--- src/rtl/div_unit.sv ---
// rtl/div_unit.sv - multi-cycle radix-2 restoring divider for MIPS DIV/DIVU
//
// Ports:
//   clk        rising-edge clock
//   rst_n      asynchronous active-low reset
//   start      request a division (sampled in IDLE)
//   signed_div 1 = DIV (two's complement), 0 = DIVU; sampled with start
//   a, b       dividend / divisor; sampled with start
//   cancel     flush/exception, aborts any operation in progress
//   stall      holds the pipeline while the operation is unfinished
//   ready      1-cycle pulse, hi_o/lo_o valid
//   hi_o       remainder
//   lo_o       quotient
//   we         HI/LO write enables, 2'b11 with ready
module div_unit #(
    parameter int WIDTH = 32
) (
    input  logic             clk,
    input  logic             rst_n,
    input  logic             start,
    input  logic             signed_div,
    input  logic [WIDTH-1:0] a,
    input  logic [WIDTH-1:0] b,
    input  logic             cancel,
    output logic             stall,
    output logic             ready,
    output logic [WIDTH-1:0] hi_o,
    output logic [WIDTH-1:0] lo_o,
    output logic [1:0]       we
);

    localparam int CW = (WIDTH > 1) ? $clog2(WIDTH) : 1;
    localparam logic [CW-1:0] LAST = CW'(WIDTH - 1);

    typedef enum logic [1:0] {
        IDLE = 2'd0,
        BUSY = 2'd1,
        DONE = 2'd2
    } state_t;

    state_t state, state_next;

    logic [CW-1:0]    cnt;
    logic [WIDTH-1:0] rem;
    logic [WIDTH-1:0] quo;
    logic [WIDTH-1:0] div_b;
    logic             q_neg;
    logic             r_neg;
    logic [WIDTH-1:0] hi_q;
    logic [WIDTH-1:0] lo_q;

    logic             accept;
    logic             finish;
    logic [WIDTH-1:0] a_abs;
    logic [WIDTH-1:0] b_abs;
    logic [WIDTH+1:0] trial;
    logic [WIDTH-1:0] quo_fix;
    logic [WIDTH-1:0] rem_fix;

    assign accept = (state == IDLE) && start && !cancel;
    assign finish = (state == DONE) && !cancel;

    // Magnitudes are only taken for DIV; DIVU passes raw operands through.
    assign a_abs = (signed_div && a[WIDTH-1]) ? -a : a;
    assign b_abs = (signed_div && b[WIDTH-1]) ? -b : b;

    // Shifted partial remainder (with the next dividend bit) minus divisor.
    // One extra guard bit makes the MSB a clean borrow flag.
    assign trial = {1'b0, rem, quo[WIDTH-1]} - {2'b00, div_b};

    assign quo_fix = q_neg ? -quo : quo;
    assign rem_fix = r_neg ? -rem : rem;

    // State register
    always_ff @(posedge clk or negedge rst_n) begin
        if (!rst_n) begin
            state <= IDLE;
        end else begin
            state <= state_next;
        end
    end

    // Next-state logic
    always_comb begin
        state_next = state;
        case (state)
            IDLE: if (accept) state_next = BUSY;
            BUSY: begin
                if (cancel) begin
                    state_next = IDLE;
                end else if (cnt == LAST) begin
                    state_next = DONE;
                end
            end
            DONE:    state_next = IDLE;
            default: state_next = IDLE;
        endcase
    end

    // Output logic
    always_comb begin
        stall = 1'b0;
        ready = 1'b0;
        we    = 2'b00;
        hi_o  = hi_q;
        lo_o  = lo_q;
        case (state)
            IDLE: stall = accept && rst_n;
            BUSY: stall = 1'b1;
            DONE: begin
                if (!cancel) begin
                    ready = 1'b1;
                    we    = 2'b11;
                    hi_o  = rem_fix;
                    lo_o  = quo_fix;
                end
            end
            default: ;
        endcase
    end

    // Working registers and iteration
    always_ff @(posedge clk or negedge rst_n) begin
        if (!rst_n) begin
            cnt   <= '0;
            rem   <= '0;
            quo   <= '0;
            div_b <= '0;
            q_neg <= 1'b0;
            r_neg <= 1'b0;
        end else if (accept) begin
            cnt   <= '0;
            rem   <= '0;
            quo   <= a_abs;
            div_b <= b_abs;
            q_neg <= signed_div && (a[WIDTH-1] ^ b[WIDTH-1]);
            r_neg <= signed_div && a[WIDTH-1];
        end else if (state == BUSY && !cancel) begin
            cnt <= cnt + 1'b1;
            if (trial[WIDTH+1]) begin
                // Negative: restore, shift in a 0 quotient bit.
                rem <= {rem[WIDTH-2:0], quo[WIDTH-1]};
                quo <= {quo[WIDTH-2:0], 1'b0};
            end else begin
                rem <= trial[WIDTH-1:0];
                quo <= {quo[WIDTH-2:0], 1'b1};
            end
        end
    end

    // Held results: only updated by a completed, non-cancelled operation.
    always_ff @(posedge clk or negedge rst_n) begin
        if (!rst_n) begin
            hi_q <= '0;
            lo_q <= '0;
        end else if (finish) begin
            hi_q <= rem_fix;
            lo_q <= quo_fix;
        end
    end

endmodule
--- config.mk ---
export PLATFORM = sky130hd
export DESIGN_NAME = div_unit
export DESIGN_NICKNAME = d
export VERILOG_FILES = /design/src/rtl/div_unit.sv
export SDC_FILE = /design/constraint.sdc
export NUM_CORES = 1
export LEC_CHECK = 0
export CAP_MARGIN = 30
export CORE_MARGIN = 2
export CORE_UTILIZATION = 25
export CTS_CLUSTER_DIAMETER = 150
export DETAILED_ROUTE_END_ITERATION = 7
export GPL_TIMING_DRIVEN = 0
export RECOVER_POWER = 100
export SETUP_SLACK_MARGIN = 0.02
export SLEW_MARGIN = 10
export SYNTH_ARGS = -nofsm -noshare
export SYNTH_HDL_FRONTEND = slang
export SYNTH_SLANG_ARGS = --single-unit
--- constraint.sdc ---
create_clock -name clk -period 5 [get_ports clk]
set_input_delay 1 -clock clk [delete_from_list [all_inputs] [get_ports clk]]
set_output_delay 1 -clock clk [all_outputs]
set_load 0.05 [all_outputs]
**Word-level counts from Yosys, hierarchy flattened**

Index checks and enable logic that the tools add are counted.

- Add/subtract/negate cells: 6
- Equality and inequality tests: 5
- Muxes and demuxes: 25
- Bitwise operators: 1
- Reduce and logical (&&, ||, !) cells: 12

Operators by type and width:

| cell | number |
|---|---|
| 32-bit two-way mux | 13 |
| 32-bit negator | 4 |
| 33-bit by 32-bit subtractor with 34-bit output | 1 |
| 2-bit two-way mux | 5 |
| 5-bit two-way mux | 2 |
| 1-bit logical AND | 8 |
| 5-bit by 1-bit adder with 5-bit output, second input constant | 1 |
| 5-bit == test, second input constant | 1 |
| 2-bit one-hot mux with 2 select lines | 1 |
| 1-bit two-way mux | 3 |
| 3-bit inequality test, second input constant | 1 |
| 2-bit by 1-bit == test with 1-bit output, second input constant | 1 |
| 2-bit == test, second input constant | 1 |
| 2-bit zero test | 1 |
| 2-bit inequality test, second input constant | 1 |
| 1-bit one-hot mux with 2 select lines | 1 |
| 2-bit AND reduction | 1 |
| 2-bit nonzero test | 1 |
| 1-bit zero test | 1 |
| 1-bit bitwise XOR | 1 |

- Register bits: 169
- Input bits: 69
- Output and inout port bits: 68
- Word-level logic and storage cells: 58

**Longest topological paths before layout**

- Depth after elaboration: 5
- Mapped depth: 13
- Gate-level depth less buffers: 13

**Worst setup path after synthesis**

No wires, ideal clock.

- Kind: flip-flop to output port
- From: register quo[8]
- To: output lo_o[29]
- Arrival time: 3.162 ns
- Required time: 4.000 ns
- Setup slack: 0.838 ns
- Cell stages (with the launch flop): 10
- Buffers on the path: 0
- Cells stage by stage: dfrtp_1 > or4_1 > nor4_2 > nand3_1 > nor2_1 > nand4_1 > or3_1 > o31ai_1 > xor2_1 > a21oi_1

- Word-level cells in the longest chain between the ends: 4

RTL lines:

| element | line | text |
|---|---|---|
| start: declaration | 45 | `logic [WIDTH-1:0] quo;` |
| start signal: assignment | 134 | `quo <= a_abs;` |
| start signal: assignment | 143 | `quo <= {quo[WIDTH-2:0], 1'b0};` |
| start signal: assignment | 146 | `quo <= {quo[WIDTH-2:0], 1'b1};` |
| 32-bit negator | 71 | `assign quo_fix = q_neg ? -quo : quo;` |
| 32-bit two-way mux | 71 |  |
| 32-bit two-way mux | 111 | `if (!cancel) begin` |
| 32-bit two-way mux | 107 | `case (state)` |
| end: declaration | 28 | `output logic [WIDTH-1:0] lo_o,` |

Every way passes these cells.

**Final worst setup path**

- From: input cancel
- To: output hi_o[13]

- Word-level cells in the longest chain between the ends: 2

RTL lines:

| element | line | text |
|---|---|---|
| start: declaration | 24 | `input logic cancel,` |
| 32-bit two-way mux | 111 |  |
| 32-bit two-way mux | 107 |  |
| end: declaration | 27 | `output logic [WIDTH-1:0] hi_o,` |

Every way passes these cells.

==> metrics.txt <==
outcome completed; Mapped Area between 0.01 and 0.015 mm²; placer congestion estimate 0.851; most frequent cells after synthesis nand2_1, a21oi_1, dfrtp_1; worst reg2reg path depth 11; antenna violations before repair 8; TritonCTS clock tree done; Worst Skew 0.00800 ns; RSZ-0062 raised after global routing no; total I/O pin count 137; CP arrival 3.89 ns; H-tree depth 4; Post-DRT Antenna Nets 0; core area 0.0451 mm²; Worst-Skew Late Latency 0.44 ns; fin nets between 1,500 and 2,000; Hold Slack 0.481 ns; # setup viols final 0; 1st-iter DRT viols between 600 and 700; die area 0.0472 mm²; CP Capture Type primary output; power per cell area 476 mW/mm²; Yosys top cell area share 37.2%; Worst Tran Pin Value 0.853 ns; Relative slew margins 42.6%; minimum clock period after layout ~5 ns; Synth Register Bits 169; Fin Setup TNS 0 ns; ys flop type dfrtp_1; Worst Hold Depth 2; synthesized area per cell 8.23 µm²; max_cap viols 0; layout cells sized above 1 3.61%; startpoint class of the critical path input pin; Fmax 204 MHz; clock transition at the registers of the reported paths 0.07 ns; initial core utilization 25.2%; Async S/R FF share, synth between 90% and 100%; GR Overflow Total 0; Total GRT Usage between 10% and 20%; Die W 217 µm; count leader, synth nand2_1; IO buf count 136; Final Power 6.66 mW; vias 10,500; final hold viol count 0; placed cell area about 0.014 mm²; clock sink count 169; DRT Pass-1 Iters 5; Synth Instances 1,382; post-route cell area about 0.014 mm²; CP required 4.00 ns; Synthesized Nets 1,490; maximum VDD drop 274 µV; pin count of the biggest net entering global routing 92; top cells by area, synth dfrtp_1, a21oi_1, xor2_1, nand2_1, nor2_1; Synth Warn # 0; row count 78; post-synthesis sequential area ratio 37.2%; DRT Wirelength 35.7 mm; Die Y between 200 and 250 µm; clock root cell clkbuf_16; Post-route DRC 0; Slew Limit Fails 0; Final HPWL DP 28.4 mm; number of synthesized flops with an enable pin 0; post-synth top area cell dfrtp_1; Crit Path Category input pin to primary output; Pleak 5.99 nW; WL/cell approximately 17 µm; final worst-path cycle share a little over nine tenths; Clock Path Buffers 2; first-pass GRT wire length roughly 56 mm; Vias per Instance around 4.9; post-synth cell types 71; critical-path maximum fanout 10; Num CTS Buffers 17; Area growth, synth to finish 23.2%; vias in the first global route 10,300; worst min-delay path category flop to flop; hold buffer count at cts 0
[path summary, 6_finish.rpt]
path,from,endpoint,slack [ns]
max,cancel,hi_o[13],0.11
min,div_b[14],div_b[14],0.48
max reg2reg,rem[0],rem[26],0.57
min reg2reg,div_b[14],div_b[14],0.48
max in group asynchronous,rst_n,div_b[12],3.60
min in group asynchronous,rst_n,lo_q[21],0.51
[worst max-delay path: stages]
cell and delay (ns):
clkdlybuf4s50_1 0.51, nor3b_1 0.29, clkbuf_2 0.38, clkbuf_2 0.36, clkbuf_1 0.41, a21oi_1 0.19, clkdlybuf4s50_1 0.74
[placed cells by master (no fill, tap or decap), types with 29 or more instances in the layout]
cell             netlist  final
xnor2_1               50     50
xor2_1                96     96
inv_1                 53     53
nor2_1               147    147
clkbuf_1              65     70
o21ai_1               81     30
dfrtp_1              169    169
o31ai_1               30     30
ha_1                  38     38
nand2_1              176    176
a21oi_1              173    173
o21ai_0               25     76
clkdlybuf4s50_1        0     82
a31oi_1               33     33
dlygate4sd3_1          0     43
mux2i_1               29     29
[stage by stage]
stage	worst slack, ns	util [%]	cells
2_1_floorplan	0.838	-	1382
4_1_cts	0.0236	31.3	2151
5_1_grt	0.0142	31.0	2152
6_report	0.108	31.1	2154
3_3_place_gp	-4.41	29.9	2118
3_5_place_dp	-0.348	30.0	2119
[layer usage]
metal | part of all wire, % | GRT usage, %
met1 | 44 | 19.3
met2 | 47 | 25.0
met3 | 6.3 | 3.41
met4 | 2.4 | 5.37
met5 | 0.095 | 0
[report_power, final]
group | switching, mW | total [mW] | internal (mW)
combinational | 1.96 | 3.28 | 1.32
sequential | 0.395 | 2.03 | 1.63
clock | 0.607 | 1.35 | 0.747
total | 2.96 | 6.66 | 3.70
[cell families (layout without fill, tap and decap cells)]
kind of cell | Yosys count | in the layout | synth area share, %
AO/OA/AOI/OAI | 419 | 419 | 21.7
XOR/XNOR | 146 | 146 | 11.2
adder cells (fa/ha/maj) | 39 | 39 | 4.36
buffers and inverters | 130 | 299 | 4.55
flip-flops | 169 | 169 | 37.2
multiplexers | 33 | 33 | 2.95
other | 0 | 3 | 0
AND/OR/NAND/NOR | 446 | 446 | 18.0
[cell type report]
type	count	area, µm²
Inverter	53	199
Fill cell	4784	31100
Buffer	77	313
Antenna cell	3	7.51
Clock inverter	14	160
Tap cell	600	751
Multi-Input combinational cell	1083	6570
Sequential cell	169	4230
Timing Repair Buffer	137	1350
Clock buffer	18	429
[sequential cells by signal, indices dropped and copies added, names as in the netlist, 2 cells and up]
signal and cells:
state 2, cnt 5, div_b 32, rem 32
lo_q 32, hi_q 32, quo 32
[timing repair]
| action | 4_1_cts | 5_1_grt |
|---|---|---|
| setup endpoints to repair | 42 | 20 |
| hold endpoints to repair | 0 | 0 |
| gates resized for setup | 11 | 19 |
| buffers inserted | 0 | 0 |
Note: power is estimated with default switching activity, not from simulation.
